`config.mk`:
```
export PLATFORM = sky130hd
export DESIGN_NAME = alu_share_arb
export DESIGN_NICKNAME = d
export VERILOG_FILES = /design/src/rtl/alu_share_arb.sv
export SDC_FILE = /design/constraint.sdc
export NUM_CORES = 1
export LEC_CHECK = 0
export BUFFER_PORTS_ARGS = -buffer_cell sky130_fd_sc_hd__buf_2
export CORE_ASPECT_RATIO = 0.75
export CORE_UTILIZATION = 43
export CTS_CLUSTER_DIAMETER = 120
export CTS_CLUSTER_SIZE = 24
export DETAILED_ROUTE_END_ITERATION = 8
export PLACE_DENSITY = 0.81
export SYNTH_ARGS = -nofsm -noshare
export SYNTH_HDL_FRONTEND = slang
export SYNTH_SLANG_ARGS = --single-unit
```
`constraint.sdc`:
```
create_clock -name clk -period 2.05 [get_ports clk]
set_clock_uncertainty 0.2 [all_clocks]
set_input_delay 0.1025 -clock clk [delete_from_list [all_inputs] [get_ports clk]]
set_output_delay 0.1025 -clock clk [all_outputs]
set_load 0.01 [all_outputs]
```
`src/rtl/alu_share_arb.sv`:
```
// Round-robin sharing of one external 4-bit ALU between two valid/ready requesters.
// Optional sticky overflow status per requester is enabled by ALU_ARB_STICKY_OVF_EN.
module alu_share_arb (
  input  logic       clk,
  input  logic       rst_n,
  input  logic       req0_valid,
  output logic       req0_ready,
  input  logic [2:0] req0_op,
  input  logic [3:0] req0_a,
  input  logic [3:0] req0_b,
  input  logic       req1_valid,
  output logic       req1_ready,
  input  logic [2:0] req1_op,
  input  logic [3:0] req1_a,
  input  logic [3:0] req1_b,
  output logic       rsp0_valid,
  input  logic       rsp0_ready,
  output logic       rsp1_valid,
  input  logic       rsp1_ready,
  output logic [3:0] rsp_data,
  output logic [2:0] rsp_flags,
  output logic [3:0] alu_a,
  output logic [3:0] alu_b,
  output logic [2:0] alu_x,
  input  logic [3:0] alu_out,
  input  logic       alu_carry,
  input  logic       alu_zero,
  input  logic       alu_overflow,
  input  logic       ovf_clr,
  output logic       ovf_sticky0,
  output logic       ovf_sticky1
);

  localparam int unsigned DW = 4;
  localparam int unsigned OW = 3;
  localparam int unsigned FW = 3;

  typedef enum logic [1:0] {IDLE, EXEC, RESP} state_t;

  state_t        state, state_nxt;
  logic [OW-1:0] op_q;
  logic [DW-1:0] a_q, b_q;
  logic          gnt_q;
  logic          last_grant;
  logic          grant_c;
  logic          hs_c;
  logic          arith_c;
  logic          rsp_done_c;

  // Single requester wins outright; a tie goes to the one not served last.
  always_comb begin
    grant_c = req1_valid;
    if (req0_valid && req1_valid) grant_c = ~last_grant;
  end

  assign req0_ready = (state == IDLE) && req0_valid && !grant_c;
  assign req1_ready = (state == IDLE) && req1_valid && grant_c;
  assign hs_c       = req0_ready || req1_ready;
  assign arith_c    = (op_q[2:1] == 2'b00);

  assign alu_a = a_q;
  assign alu_b = b_q;
  assign alu_x = op_q;

  always_comb begin
    state_nxt  = state;
    rsp_done_c = 1'b0;
    case (state)
      IDLE: if (req0_valid || req1_valid) state_nxt = EXEC;
      EXEC: state_nxt = RESP;
      RESP: begin
        rsp_done_c = gnt_q ? rsp1_ready : rsp0_ready;
        if (rsp_done_c) state_nxt = IDLE;
      end
      default: state_nxt = IDLE;
    endcase
  end

  always_ff @(posedge clk or negedge rst_n) begin
    if (!rst_n) state <= IDLE;
    else        state <= state_nxt;
  end

  // Operand capture, result capture and response valids.
  always_ff @(posedge clk or negedge rst_n) begin
    if (!rst_n) begin
      op_q       <= '0;
      a_q        <= '0;
      b_q        <= '0;
      gnt_q      <= 1'b0;
      last_grant <= 1'b1;
      rsp_data   <= '0;
      rsp_flags  <= '0;
      rsp0_valid <= 1'b0;
      rsp1_valid <= 1'b0;
    end else begin
      if (hs_c) begin
        op_q  <= grant_c ? req1_op : req0_op;
        a_q   <= grant_c ? req1_a  : req0_a;
        b_q   <= grant_c ? req1_b  : req0_b;
        gnt_q <= grant_c;
      end
      if (state == EXEC) begin
        rsp_data  <= alu_out;
        rsp_flags <= arith_c ? {alu_carry, alu_zero, alu_overflow} : FW'(0);
      end
      if (rsp_done_c) last_grant <= gnt_q;
      rsp0_valid <= (state_nxt == RESP) && !gnt_q;
      rsp1_valid <= (state_nxt == RESP) && gnt_q;
    end
  end

`ifdef ALU_ARB_STICKY_OVF_EN
  logic [1:0] sticky_q;
  logic       set_c;

  assign set_c = (state == EXEC) && arith_c && alu_overflow;

  // A set in the same cycle as a clear takes priority.
  always_ff @(posedge clk or negedge rst_n) begin
    if (!rst_n) begin
      sticky_q <= '0;
    end else begin
      sticky_q[0] <= (set_c && !gnt_q) || (sticky_q[0] && !ovf_clr);
      sticky_q[1] <= (set_c && gnt_q)  || (sticky_q[1] && !ovf_clr);
    end
  end

  assign ovf_sticky0 = sticky_q[0];
  assign ovf_sticky1 = sticky_q[1];
`else
  logic unused_ovf_clr;
  assign unused_ovf_clr = ovf_clr;
  assign ovf_sticky0    = 1'b0;
  assign ovf_sticky1    = 1'b0;
`endif

endmodule

```
==> results.sh, run 1 <==
export IMPL_status="completed"
export IMPL_clk_path_buf_depth=2
export IMPL_synth_distinct_cells=22
export IMPL_synth_seq_cells=24
export IMPL_r2r_end="alu_b[2]"
export IMPL_cts_setup_buffers=0
export IMPL_cts_sinks=24
export IMPL_drive_gt1_frac=0.530
export IMPL_ir_worst_vdd_uv=539
export IMPL_critPathRequiredTime_ns=1.75
export IMPL_whs_ns=0.0658
export IMPL_seqCellArea_um2=602
export IMPL_min_period_over_period=0.929
export IMPL_syn_to_final_growth_pct=58.7
export IMPL_fillers=153
export IMPL_tightest_slew_ns=0.519
export IMPL_max_freq_ghz=0.525
export IMPL_worstSkewPairLatency_ns=0.32
export IMPL_globalRoute_totalOverflow=0
export IMPL_die_y_um=46.0
export IMPL_cts_root_buf="clkbuf_4"
export IMPL_cp_start_kind="flop"
export IMPL_gp_congestion=0.742
export IMPL_dieWidth_um=60.7
export IMPL_first_pass_iters=4
export IMPL_worstPathArrival_ns=1.60
export IMPL_worstPathMaxFanout=13
export IMPL_first_global_vias=982
export IMPL_grt_max_degree=25
export IMPL_coreArea_mm2=0.00236
export IMPL_r2r_slack_ns=0.17
export IMPL_wl_per_cell_um=13.4
export IMPL_hold_class="in2async"
export IMPL_hold_viol=0
export IMPL_grt_use_total=0.209
export IMPL_ys_seq_area_frac=0.542
export IMPL_crit_start="last_grant"
export IMPL_end_kind="output port"
export IMPL_rows=15
export IMPL_path_class="reg2out"
export IMPL_cap_violations=0
export IMPL_placement_io_buffers=56
export IMPL_yosys_warnings=0
export IMPL_cp_endpoint="req0_ready"
export IMPL_multi_input_area_um2=465
export IMPL_synth_area_per_cell_um2=14.2
export IMPL_grt_pass1_wl_mm=4.14
export IMPL_vias=937
export IMPL_finalSetupViolCount=0
export IMPL_detail_route_iter0_violations=16
export IMPL_finalSetupTns_ns=0
export IMPL_ios=60
export IMPL_reg2reg_depth=3
export IMPL_route_detailed_drc=0
export IMPL_drt_wl_total_mm=2.71
export IMPL_grt_setup_unrepaired="false"
export IMPL_cts_tree="built"
export IMPL_clkTransAtPathRegs_ns=0.14
export IMPL_synthCells=78
export IMPL_htree_num_levels=1
export IMPL_period_needed_ns=1.90
export IMPL_antenna_cells=0
export IMPL_dp_hpwl_mm=1.62
export IMPL_fin_nets=205
export IMPL_power_density_mw_per_mm2=1120
export IMPL_netlist_area_mm2=0.00111
export IMPL_start_util=0.469
export IMPL_p_leak_nw=0.897
export IMPL_dieArea_mm2=0.00279
export IMPL_antenna_found_initial=0
export IMPL_cts_buffers=3
export IMPL_slew_headroom=0.654
export IMPL_timing_rr_start="last_grant"
export IMPL_drtAntennaViolNets=0
export IMPL_drv_slew=0
export IMPL_viasPerCell=4.64
==> worst min path at each step <==
stage | endpoint | slack [ns] | cells past startpoint
6_report | rsp_data[0] | 0.07 | 2
3_3_place_gp | rsp1_valid | -0.1 | 1
2_1_floorplan | alu_a[0] | -0.39 | 0
3_5_place_dp | rsp_data[1] | -0.09 | 1
4_1_cts | alu_a[1] | 0.06 | 3
5_1_grt | alu_a[1] | 0.09 | 3
==> timing repair <==
item | 4_1_cts | 5_1_grt
endpoints found under the hold margin | 44 | 0
gates resized for setup | 0 | 0
hold buffers | 33 | 0
==> routing by layer <==
layer / vias up / track usage / wire length, um
met5: - / 0 / 0
met4: 0 / 0.0273 / 10
met3: 2 / 0.0540 / 129
met2: 36 / 0.418 / 1530
met1: 448 / 0.225 / 1050
li1: 451 / - / -
==> logic make-up (layout without fill, tap and decap cells) <==
kind of cell | after synthesis | in the layout | synth area share
muxes | 27 | 27 | 0.301
DFF | 24 | 24 | 0.542
and+or+nand+nor | 10 | 10 | 0.0530
AOI/OAI and AO/OA | 9 | 9 | 0.0586
buffers and inverters | 7 | 96 | 0.0417
other | 1 | 2 | 0.00338
==> stage by stage <==
stage	setup slack (ns)	area [um2]	power, W	instances	util
6_report	0.147	1760	0.00198	202	0.745
5_1_grt	0.0537	1760	0.00212	202	0.745
4_1_cts	0.117	1760	0.00198	202	0.745
3_5_place_dp	0.145	1410	0.00171	165	0.594
3_3_place_gp	0.198	1410	0.00167	165	0.594
2_1_floorplan	0.343	1110	0.00140	79	-
==> layout make-up <==
type                       count  share of cell area
inverter                       2             0.00426
sequential                    24               0.342
tap                           34              0.0241
multi-input combinational     48               0.264
clock buffer                   4              0.0149
timing repair buffer          90               0.351
==> cell usage after synthesis <==
library cell / number / area, um2
mux2_4: 8 / 120
a21o_1: 1 / 7.51
nor2_1: 2 / 7.51
buf_4: 3 / 22.5
dfstp_2: 1 / 26.3
conb_1: 1 / 3.75
nand3b_1: 1 / 7.51
buf_2: 1 / 5.00
a22o_1: 3 / 26.3
buf_6: 1 / 11.3
inv_1: 2 / 7.51
o21ai_0: 1 / 5.00
dfrtp_1: 23 / 576
a31oi_1: 1 / 6.26
nor3_1: 2 / 10.0
o21ai_1: 1 / 5.00
a21oi_1: 1 / 5.00
and3b_1: 1 / 8.76
mux2_2: 19 / 214
a21bo_2: 1 / 10.0
nand2b_1: 2 / 12.5
and3_1: 2 / 12.5
==> where the power goes <==
group | internal [W] | switching (W)
logic | 0.000515 | 0.000409
registers | 0.000704 | 0.000136
clock network | 0.0000761 | 0.000139
total | 0.00129 | 0.000685
==> registers in the layout (all words and copies together) (netlist names) <==
| register | cells |
|---|---|
| alu_a | 4 |
| rsp_data | 4 |
| alu_x | 3 |
| rsp1_valid | 1 |
| state | 2 |
| gnt_q | 1 |
| rsp_flags | 3 |
| alu_b | 4 |
| rsp0_valid | 1 |
| last_grant | 1 |
==> worst max-delay path, stage by stage, from the launching register on <==
cell	delay (ns)
dfstp_2	0.56
a21bo_2	0.39
and3_1	0.22
buf_2	0.13
==> layout by cell type, fill, tap and decap left out, types with 2 or more instances in the layout <==
cell	Yosys	routed
mux2_4	8	8
nor2_1	2	2
inv_1	2	2
clkbuf_4	0	3
conb_1	1	2
mux2_2	19	19
and3_1	2	2
dlygate4sd3_1	0	33
dfrtp_1	23	23
nand2b_1	2	2
buf_2	1	56
nor3_1	2	2
a22o_1	3	3
No activity file was read; power rests on OpenSTA's default activity.
==> run 2, diff against run 1 <==
Settings changed: CORE_MARGIN set to 10.
==> results.sh, run 2 (synthesized netlist as in run 1, its figures left out) <==
export IMPL_critPathRequiredTime_ns=2.05
export IMPL_dieArea_mm2=0.00503
export IMPL_start_util=0.466
export IMPL_cts_hold_buf=33
export IMPL_worstPathMaxFanout=13
export IMPL_placement_io_buffers=56
export IMPL_clk_path_buf_depth=2
export IMPL_ios=60
export IMPL_drive_gt1_frac=0.530
export IMPL_first_pass_iters=2
export IMPL_grt_max_degree=25
export IMPL_cts_setup_buffers=0
export IMPL_finalSetupViolCount=0
export IMPL_finalSetupTns_ns=0
export IMPL_p_clk_frac=0.102
export IMPL_dp_cells=165
export IMPL_hold_class="in2reg"
export IMPL_fin_cells=202
export IMPL_route_detailed_drc=0
export IMPL_cp_start_kind="flop"
export IMPL_drv_slew=0
export IMPL_drtAntennaViolNets=0
export IMPL_viasPerCell=4.68
export IMPL_period_needed_ns=1.90
export IMPL_power_frac_comb=0.474
export IMPL_clkTransAtPathRegs_ns=0.11
export IMPL_ir_worst_vdd_uv=637
export IMPL_total_power_w=0.00198
export IMPL_cap_violations=0
export IMPL_fin_nets=205
export IMPL_gp_congestion=0.729
export IMPL_cts_sinks=24
export IMPL_die_y_um=64.0
export IMPL_power_switching_w=0.000690
export IMPL_power_density_mw_per_mm2=1130
export IMPL_cts_buffers=3
export IMPL_dp_hpwl_mm=2.09
export IMPL_worstPathArrival_ns=1.89
export IMPL_final_common_cell="buf_2"
export IMPL_intPower_w=0.00130
export IMPL_detail_route_iter0_violations=45
export IMPL_final_cell_mix="56 x buf_2, 33 x dlygate4sd3_1, 23 x dfrtp_1"
export IMPL_path_class="reg2reg"
export IMPL_worstSkewPairLatency_ns=0.30
export IMPL_antenna_cells=0
export IMPL_hold_viol=0
export IMPL_vias=945
export IMPL_grt_pass1_wl_mm=5.10
export IMPL_status="completed"
export IMPL_fillers=180
export IMPL_switching_share=0.347
export IMPL_p_seq_frac=0.423
export IMPL_min_period_over_period=0.925
export IMPL_grt_use_total=0.125
export IMPL_cts_resized=0
export IMPL_cts_root_buf="clkbuf_4"
export IMPL_cts_tree="built"
export IMPL_antenna_found_initial=0
export IMPL_htree_num_levels=1
export IMPL_coreArea_mm2=0.00238
export IMPL_p_leak_nw=0.897
export IMPL_end_kind="flop"
export IMPL_syn_to_final_growth_pct=58.7
export IMPL_max_freq_ghz=0.528
export IMPL_drt_wl_total_mm=3.14
export IMPL_wl_per_cell_um=15.6
export IMPL_grt_setup_unrepaired="false"
export IMPL_globalRoute_totalOverflow=0
export IMPL_rows=15
export IMPL_first_global_vias=1048
export IMPL_dieWidth_um=78.7
run 2: cell counts in the layout (fill, tap and decap cells not counted):
Identical to the previous run, type by type.
run 2: cell type report:
type	count	area, um2	area share
Multi-Input combinational cell	48	465	0.264
Tap cell	34	42.5	0.0241
Clock buffer	4	26.3	0.0149
Timing Repair Buffer	90	618	0.351
Inverter	2	7.51	0.00426
Sequential cell	24	602	0.342
run 2: critical path, cell delays in order, from the launching register on:
cell and delay [ns]:
dfstp_2 0.57, a21bo_2 0.39, mux2_2 0.38, mux2_2 0.26
run 2: final timing paths:
path	slack (ns)	endpoint	cells past startpoint	startpoint
max	0.15	alu_a[0]	3	last_grant
min	0.05	state[0]	4	req1_valid
max reg2reg	0.15	alu_a[0]	3	last_grant
min reg2reg	0.31	rsp_data[0]	1	rsp_data[0]
max in group asynchronous	1.21	last_grant	2	rst_n
min in group asynchronous	0.08	rsp_flags[0]	2	rst_n
run 2: power by group through the flow:
stage	Combinational, W	Sequential [W]	Clock, W
CTS	0.000949	0.000835	0.000215
global route	0.00103	0.000874	0.000232
detailed placement	0.000890	0.000846	0
floorplan	0.000473	0.000926	0
global placement	0.000865	0.000828	0
finish	0.000941	0.000841	0.000203
run 2: layer usage:
| metal | share of wire | up-vias | wire, um | global-route usage |
|---|---|---|---|---|
| li1 | - | 455 | - | - |
| met3 | 0.099 | 4 | 312 | 0.0698 |
| met2 | 0.50 | 38 | 1560 | 0.221 |
| met5 | 0 | - | 0 | 0 |
| met1 | 0.39 | 448 | 1230 | 0.124 |
| met4 | 0.011 | 0 | 36 | 0.0290 |
run 2: per-stage QoR:
step                      hold slack [ns]  area (um2)  setup slack [ns]  utilization
after floorplan                    -0.393        1110             0.343            -
after global placement            -0.0968        1410             0.201        0.590
after detailed placement          -0.0958        1410             0.165        0.590
after CTS                          0.0218        1760             0.139        0.739
after global routing               0.0448        1760            0.0843        0.739
final                              0.0514        1760             0.155        0.739
